<file path="src/rtl/mod_sub_arb_pkg.sv">
// Shared defaults and types for the round-robin modular-subtraction arbiter.
package mod_sub_arb_pkg;

    localparam int unsigned W_DEF    = 48;
    localparam int unsigned NREQ_DEF = 4;
    localparam int unsigned IDW_DEF  = $clog2(NREQ_DEF);

    typedef logic [W_DEF-1:0]   word_t;
    typedef logic [IDW_DEF-1:0] req_id_t;

    // Pointer starts at the last index so the first grant after reset goes to requester 0.
    localparam req_id_t RR_LAST_RST = req_id_t'(NREQ_DEF - 1);

    function automatic int unsigned rr_last_rst(input int unsigned nreq);
        return nreq - 1;
    endfunction

endpackage

</file>
<file path="src/rtl/mod_sub_rr_arb_rr_grant.sv">
// Combinational round-robin grant: searches from last+1 with wrap-around and returns
// a one-hot grant plus its encoded index.
module rr_grant
    import mod_sub_arb_pkg::*;
#(
    parameter int unsigned NREQ = NREQ_DEF,
    parameter int unsigned IDW  = $clog2(NREQ)
) (
    input  logic [NREQ-1:0] req_i,
    input  logic [IDW-1:0]  last_i,
    output logic [NREQ-1:0] gnt_o,
    output logic [IDW-1:0]  gnt_id_o,
    output logic            gnt_any_o
);

    logic        found;
    int unsigned idx;

    always_comb begin
        gnt_o     = '0;
        gnt_id_o  = '0;
        gnt_any_o = 1'b0;
        found     = 1'b0;
        idx       = 0;
        for (int unsigned k = 1; k <= NREQ; k++) begin
            idx = (32'(last_i) + k) % NREQ;
            if (!found && req_i[idx]) begin
                found      = 1'b1;
                gnt_o[idx] = 1'b1;
                gnt_id_o   = IDW'(idx);
            end
        end
        gnt_any_o = found;
    end

endmodule

</file>
<file path="src/rtl/mod_sub_rr_arb.sv">
// Round-robin arbiter feeding a 2-stage pipelined B = (A - M) mod q datapath.
// Define MOD_SUB_ARB_STALL_EN to add the rsp_ready port and consumer backpressure.
module mod_sub_rr_arb
    import mod_sub_arb_pkg::*;
#(
    parameter int unsigned W    = W_DEF,
    parameter int unsigned NREQ = NREQ_DEF,
    parameter int unsigned IDW  = $clog2(NREQ)
) (
    input  logic              clk,
    input  logic              rst,
    input  logic [NREQ-1:0]   req_valid,
    output logic [NREQ-1:0]   req_ready,
    input  logic [NREQ*W-1:0] req_a,
    input  logic [NREQ*W-1:0] req_m,
    input  logic [NREQ*W-1:0] req_q,
`ifdef MOD_SUB_ARB_STALL_EN
    input  logic              rsp_ready,
`endif
    output logic              rsp_valid,
    output logic [W-1:0]      rsp_b,
    output logic [IDW-1:0]    rsp_id
);

    localparam logic [IDW-1:0] LastRst = IDW'(rr_last_rst(NREQ));

    logic            stall;
    logic            accept;
    logic [NREQ-1:0] gnt;
    logic [IDW-1:0]  gnt_id;
    logic            gnt_any;

    logic [IDW-1:0]  last_q, last_d;

    logic            s1_vld_q, s1_vld_d;
    logic [W-1:0]    s1_a_q, s1_a_d;
    logic [W-1:0]    s1_m_q, s1_m_d;
    logic [W-1:0]    s1_mod_q, s1_mod_d;
    logic [IDW-1:0]  s1_id_q, s1_id_d;

    logic            rsp_valid_q, rsp_valid_d;
    logic [W-1:0]    rsp_b_q, rsp_b_d;
    logic [IDW-1:0]  rsp_id_q, rsp_id_d;

    logic [W-1:0]    a_sel, m_sel, q_sel;
    logic [W:0]      diff;
    logic [W-1:0]    corr;
    logic [W-1:0]    b_calc;

`ifdef MOD_SUB_ARB_STALL_EN
    assign stall = rsp_valid_q && !rsp_ready;
`else
    assign stall = 1'b0;
`endif

    rr_grant #(
        .NREQ (NREQ),
        .IDW  (IDW)
    ) u_rr_grant (
        .req_i     (req_valid),
        .last_i    (last_q),
        .gnt_o     (gnt),
        .gnt_id_o  (gnt_id),
        .gnt_any_o (gnt_any)
    );

    // Grants are suppressed during reset as well as during a stall.
    assign req_ready = (stall || rst) ? '0 : gnt;
    assign accept    = gnt_any && !stall && !rst;

    always_comb begin
        a_sel = '0;
        m_sel = '0;
        q_sel = '0;
        for (int i = 0; i < NREQ; i++) begin
            if (gnt[i]) begin
                a_sel = req_a[i*W +: W];
                m_sel = req_m[i*W +: W];
                q_sel = req_q[i*W +: W];
            end
        end
    end

    always_comb begin
        last_d   = last_q;
        s1_vld_d = s1_vld_q;
        s1_a_d   = s1_a_q;
        s1_m_d   = s1_m_q;
        s1_mod_d = s1_mod_q;
        s1_id_d  = s1_id_q;
        if (!stall) begin
            s1_vld_d = accept;
            if (accept) begin
                last_d   = gnt_id;
                s1_a_d   = a_sel;
                s1_m_d   = m_sel;
                s1_mod_d = q_sel;
                s1_id_d  = gnt_id;
            end
        end
    end

    // diff[W] is the borrow, set exactly when m > a.
    always_comb begin
        diff   = {1'b0, s1_a_q} - {1'b0, s1_m_q};
        corr   = diff[W-1:0] + s1_mod_q;
        b_calc = diff[W] ? corr : diff[W-1:0];
    end

    always_comb begin
        rsp_valid_d = rsp_valid_q;
        rsp_b_d     = rsp_b_q;
        rsp_id_d    = rsp_id_q;
        if (!stall) begin
            rsp_valid_d = s1_vld_q;
            if (s1_vld_q) begin
                rsp_b_d  = b_calc;
                rsp_id_d = s1_id_q;
            end
        end
    end

    always_ff @(posedge clk or posedge rst) begin
        if (rst) begin
            last_q      <= LastRst;
            s1_vld_q    <= 1'b0;
            s1_a_q      <= '0;
            s1_m_q      <= '0;
            s1_mod_q    <= '0;
            s1_id_q     <= '0;
            rsp_valid_q <= 1'b0;
            rsp_b_q     <= '0;
            rsp_id_q    <= '0;
        end else begin
            last_q      <= last_d;
            s1_vld_q    <= s1_vld_d;
            s1_a_q      <= s1_a_d;
            s1_m_q      <= s1_m_d;
            s1_mod_q    <= s1_mod_d;
            s1_id_q     <= s1_id_d;
            rsp_valid_q <= rsp_valid_d;
            rsp_b_q     <= rsp_b_d;
            rsp_id_q    <= rsp_id_d;
        end
    end

    assign rsp_valid = rsp_valid_q;
    assign rsp_b     = rsp_b_q;
    assign rsp_id    = rsp_id_q;

endmodule

</file>
<file path="config.mk">
export PLATFORM = sky130hd
export DESIGN_NAME = mod_sub_rr_arb
export DESIGN_NICKNAME = d
export VERILOG_FILES = /design/src/rtl/mod_sub_arb_pkg.sv /design/src/rtl/mod_sub_rr_arb_rr_grant.sv /design/src/rtl/mod_sub_rr_arb.sv
export SDC_FILE = /design/constraint.sdc
export NUM_CORES = 1
export LEC_CHECK = 0
export ABC_AREA = 0
export CELL_PAD_IN_SITES_DETAIL_PLACEMENT = 1
export CELL_PAD_IN_SITES_GLOBAL_PLACEMENT = 2
export CORE_ASPECT_RATIO = 2
export CORE_MARGIN = 3
export CORE_UTILIZATION = 25
export CTS_CLUSTER_DIAMETER = 50
export DETAILED_ROUTE_END_ITERATION = 8
export GPL_ROUTABILITY_DRIVEN = 0
export GPL_TIMING_DRIVEN = 0
export PLACE_DENSITY_LB_ADDON = 0.1
export SLEW_MARGIN = 0
export SYNTH_ARGS = -nofsm -noshare
export SYNTH_HDL_FRONTEND = slang
export SYNTH_SLANG_ARGS = --single-unit
</file>
<file path="constraint.sdc">
create_clock -name clk -period 8.57 [get_ports clk]
set_input_delay 1.714 -clock clk [delete_from_list [all_inputs] [get_ports clk]]
set_output_delay 1.714 -clock clk [all_outputs]
set_load 0.05 [all_outputs]
</file>
## Word-level counts from Yosys, hierarchy flattened

Cells that the tools add are included.

| word-level totals | value |
|---|---|
| flip-flop bits (word level) | 200 |
| latch bits | 0 |
| bits in writable memories | 0 |
| memory bits (read-only) | 0 |
| bits of input ports | 582 |
| memories kept | 0 |

| cells by class | value |
|---|---|
| $add $sub $neg | 6 |
| multiply operators | 0 |
| div/mod/pow operators | 0 |
| order comparisons | 8 |
| equality and inequality tests | 0 |
| shift-type cells | 0 |
| multiplexer cells | 42 |
| bitwise logic cells | 3 |
| reduce and logical (&&, ||, !) cells | 12 |

Operators with widths:

| operator | number |
|---|---|
| two-way mux 48 bit | 13 |
| subtractor 48 x 48 -> 49 bit | 1 |
| adder 48 bit | 1 |
| two-way mux 4 bit | 5 |
| less-than comparator 2 x 3 -> 1 bit (second input constant) | 4 |
| two-way mux 1 bit | 12 |
| bitwise OR 4 bit | 3 |
| binary-select mux 1 bit (select 2 bit) | 4 |
| demux 1 bit (select 2 bit) | 4 |
| greater-or-equal comparator 2 x 1 -> 1 bit (second input constant) | 4 |
| logical AND 1 bit | 8 |
| two-way mux 2 bit | 4 |
| adder 2 x 1 -> 2 bit (second input constant) | 2 |
| adder 2 bit (second input constant) | 2 |
| zero test 1 bit | 4 |

## Depth between registers and ports, before layout

| depth | value |
|---|---|
| depth in word-level cells | 17 |
| mapped depth | 23 |
| mapped depth without buffers | 22 |

## By module

Synthesis repeated with hierarchy kept, for this count alone.

| unflattened totals | value |
|---|---|
| cell total of the unflattened synthesis | 2365 |
| area, all modules | 17356.6 µm² |

Modules (own cells, without submodules):

| module | times used | cells each | area each (µm²) | seq. area each (µm²) |
|---|---|---|---|---|
| mod_sub_rr_arb | 1 | 2297 | 16831.1 | 5007.3 |
| rr_grant | 1 | 68 | 525.5 | 0.0 |

## Worst setup path after synthesis

OpenSTA, ideal clock, no wires.

| timing | value |
|---|---|
| path type | input to output |
| start point | input port rst |
| end point | output port req_ready[1] |
| data arrival time | 6.665 ns |
| path slack | 0.191 ns |
| stages | 2 |
| buffers on the path | 0 |
| cell sequence | inv_1 and2_1 |

| on the way | value |
|---|---|
| longest elaborated chain between the ends | 1 |

Ends and longest elaborated chain:

| item | line | text |
|---|---|---|
| from (decl) | mod_sub_rr_arb.sv:11 | `input logic rst,` |
| two-way mux 4 bit | mod_sub_rr_arb.sv:68 | `assign req_ready = (stall \|\| rst) ? '0 : gnt;` |
| to (decl) | mod_sub_rr_arb.sv:13 | `output logic [NREQ-1:0] req_ready,` |

Every way passes these cells.

## Worst setup path after layout

| timing | value |
|---|---|
| start point | input port req_valid[3] |
| end point | output port req_ready[3] |

| on the way | value |
|---|---|
| longest elaborated chain between the ends | 13 |
| elaborated cells on any way between the ends | 25 |
| those cells by class | 16 x mux; 3 x bitwise; 6 x reduce/logical |

Ends and longest elaborated chain:

| item | line | text |
|---|---|---|
| from (decl) | mod_sub_rr_arb.sv:12 | `input logic [NREQ-1:0] req_valid,` |
| binary-select mux 1 bit (select 2 bit) | mod_sub_rr_arb_rr_grant.sv:27 | `if (!found && req_i[idx]) begin` |
| two-way mux 1 bit (not written as such) | mod_sub_rr_arb_rr_grant.sv:27 |  |
| two-way mux 1 bit | mod_sub_rr_arb_rr_grant.sv:27 |  |
| zero test 1 bit | mod_sub_rr_arb_rr_grant.sv:27 |  |
| logical AND 1 bit | mod_sub_rr_arb_rr_grant.sv:27 |  |
| two-way mux 1 bit | mod_sub_rr_arb_rr_grant.sv:27 |  |
| zero test 1 bit | mod_sub_rr_arb_rr_grant.sv:27 |  |
| logical AND 1 bit | mod_sub_rr_arb_rr_grant.sv:27 |  |
| two-way mux 1 bit | mod_sub_rr_arb_rr_grant.sv:27 |  |
| zero test 1 bit | mod_sub_rr_arb_rr_grant.sv:27 |  |
| logical AND 1 bit | mod_sub_rr_arb_rr_grant.sv:27 |  |
| two-way mux 4 bit * | mod_sub_rr_arb_rr_grant.sv:27 |  |
| two-way mux 4 bit * | mod_sub_rr_arb.sv:68 |  |

Every way passes the cells marked *; elsewhere a longest branch is shown, timed or not. The select of a mux whose other input is x is not followed.

==> results_dict.tcl <==
set metrics [dict create \
    maxCapViolCount 0 \
    pin_count 637 \
    cts-root-buf "clkbuf_16" \
    netlist.area_leader.share_pct 28.6 \
    ant_nets 0 \
    required_ns 6.86 \
    drtPass1Iterations 5 \
    met2_wirelength_um 55500 \
    avgSynthCellArea_sq_um 7.78 \
    top_layer_used "met5" \
    fin_crit_sh_pct 94.8 \
    seq_area_frac_synth_pct 28.9 \
    cts_resized 0 \
    utilization_pct 37.3 \
    crit_path_max_fanout 10 \
    tritoncts "yes" \
    crit_path_frequent_cell "clkdlybuf4s50_1" \
    drive_gt1_share_pct 3.56 \
    grtUsageTotal_pct 26.9 \
    slew_viol_final 0 \
    synthXorXnorAreaFrac_pct 4.10 \
    cts_hold_buffers 0 \
    antenna_found_initial 9 \
    endpoint_kind "primary output" \
    place_worst_setup_slack_ns 0.486 \
    hp-class "register to register" \
    finalCriticalPeriod_ns 8.13 \
    synth_top_cell_by_area "dfrtp_1" \
    setup_ws_ns 0.445 \
    rows 135 \
    numCtsBuffers 17 \
    cp.arrival_ns 6.41 \
    yosys_register_bits 200 \
    drt-wirelength-per-cell_um 26.6 \
    htree_levels 4 \
    drt_iter0_markers 823 \
    grt_max_degree 104 \
    clock_path_buffers 2 \
    synthDistinctLibCells 74 \
    synth_top_family_by_area "compound AO/OA/AOI/OAI gates" \
    setup_viol 0 \
    yosysMostFrequentCell "a21oi_1" \
    synth-compound-area-share_pct 36.7 \
    outcome "finished clean" \
    synth_commonest_cells "a21oi_1, nor2_1, a211oi_1, dfrtp_1, nand2_1" \
    max_freq_ghz 0.123 \
    startpoint_type "input port" \
    drt-met1-wl_um 36800 \
    synthFlopType "dfrtp_1" \
    synth-async-reset-ratio_pct 100 \
    drt-total-wl_um 101000 \
    multiInputGateArea_sq_um 11200 \
    route.vias.total 20000 \
    dp_hpwl_um 86400 \
    syn-num-nets 2916 \
    finClkSkew_ns 0.0141 \
    r2r_setup_slack_ns 2.26 \
    area_delta_synth_final_pct 46.7 \
    grt_pass1_vias 22100 \
    path_class "input port to primary output" \
    routed-wl-met3_um 5850 \
    synth-edff-count 0 \
    crit_chain "clkdlybuf4s50_1 -> mux4_2 -> nor2b_1 -> a22oi_1 -> nor2_1 -> a221o_1 -> buf_2 -> buf_1 -> clkbuf_1 -> and2_1 -> clkdlybuf4s50_1" \
    die_x_um 192 \
    nets 3573 \
    vias_per_cell 5.29 \
    final-hold-violation-count 0 \
    yosys_warnings 0 \
    core-area_sq_um 68100 \
    post_cts_buffers 0 \
    rsz0062_at_grt "no" \
    overflow 0 \
    cp_slowest_cell "clkdlybuf4s50_1" \
    drc 0 \
    seqCellArea_sq_um 5010 \
    yosys.area_share.simple_pct 13.8 \
    worst_slew_pin_slew_ns 1.39 \
    insertion_delay_ns 0.49 \
    netlist_instances 2224 \
    slowest_delay_ns 0.82 \
    die_y_um 378 \
    synthAdderAreaFrac_pct 8.04 \
    synth_area_leaders "dfrtp_1, a211oi_1, a21oi_1" \
    clock-sinks 200 \
    die_area_sq_um 72600 \
    fillCellCount 8165 \
    grt_pass1_wl_um 143000 \
    synth_mux_area_share_pct 2.28 \
    start_util_pct 25.4 \
    clk_pin_slew_ns 0.07 \
    portBuffers 636 \
    netlist_area_sq_um 17300 \
    maxSlewHeadroom_pct 7.27 \
]
-- final timing paths --
kind | startpoint | end | depth (start not counted)
setup / recovery | req_valid[3] | req_ready[3] | 11
hold / removal | s1_a_q[30] | s1_a_q[30] | 2
setup reg to reg | s1_m_q[0] | rsp_b[37] | 20
hold reg to reg | s1_a_q[30] | s1_a_q[30] | 2
max in group asynchronous | rst | s1_m_q[38] | 3
min in group asynchronous | rst | s1_mod_q[18] | 2
-- placed cells by master (no fill, tap or decap), drive strengths merged, types with 9 or more instances in the layout --
master / Yosys / routed
and2: 13 / 13
clkdlybuf4s50: 0 / 636
a21o: 54 / 54
nand4: 14 / 14
nor3: 22 / 22
o21bai: 15 / 15
dfrtp: 198 / 198
clkbuf: 113 / 132
a22oi: 148 / 148
xnor2: 55 / 55
buf: 57 / 59
nand2: 188 / 188
a211oi: 207 / 207
xor2: 26 / 26
a21oi: 293 / 293
o211ai: 16 / 16
o21ai: 160 / 160
and3: 11 / 11
nor2: 246 / 246
o21a: 9 / 9
ha: 108 / 108
mux2i: 27 / 27
nand3: 17 / 17
nand2b: 12 / 12
inv: 84 / 86
a31oi: 18 / 18
-- critical path: cells and delay by family --
family                 cells  cell delay (ns)
AND/OR/NAND/NOR            3             0.72
multiplexers               1             0.63
buffers and inverters      5             3.08
AO/OA/AOI/OAI              2             0.25
-- state kept, by name, summed over array words and instances (netlist names) --
| name | cells |
|---|---|
| last_q | 2 |
| rsp_b | 48 |
| rsp_id | 2 |
| rsp_valid | 1 |
| rsp_valid_d | 1 |
| s1_a_q | 48 |
| s1_id_q | 2 |
| s1_m_q | 48 |
| s1_mod_q | 48 |
-- logic make-up (layout without fill, tap and decap cells) --
kind of cell	count (synthesis)	count (layout)
AO/OA/AOI/OAI	985	985
XOR/XNOR	81	81
adder cells (fa/ha/maj)	110	110
flip-flops	200	200
multiplexers	35	35
buffers and inverters	254	922
other	0	4
AND/OR/NAND/NOR	559	559
-- final cells by class --
cell class              count  area share [%]
multi-input cells        1770            44.3
repair buffers            638            25.2
flip-flops and latches    200            19.7
well taps                 890            4.39
plain buffers             170            2.95
clock buffers              19            1.75
inverters                  84            1.27
clock inverters            11           0.399
diodes                      4          0.0394
-- layer usage --
layer	vias to the layer above	track usage, %
li1	9531	-
met1	9771	27.4
met2	642	53.8
met3	90	5.71
met4	6	7.18
met5	-	0
-- through the flow --
step | hold slack, ns | area [sq um] | cells | TNS, ns
after global routing | 0.525 | 25400 | 3782 | 0
after global placement | 0.473 | 24800 | 3750 | -957.54
after floorplan | 0.410 | 17300 | 2224 | 0
final | 0.494 | 25400 | 3786 | 0
after detailed placement | 0.484 | 24800 | 3752 | 0
after CTS | 0.505 | 25400 | 3782 | 0
Power is not shown: default switching activity piles up to over one toggle a cycle in this logic, so the estimate is an artifact.
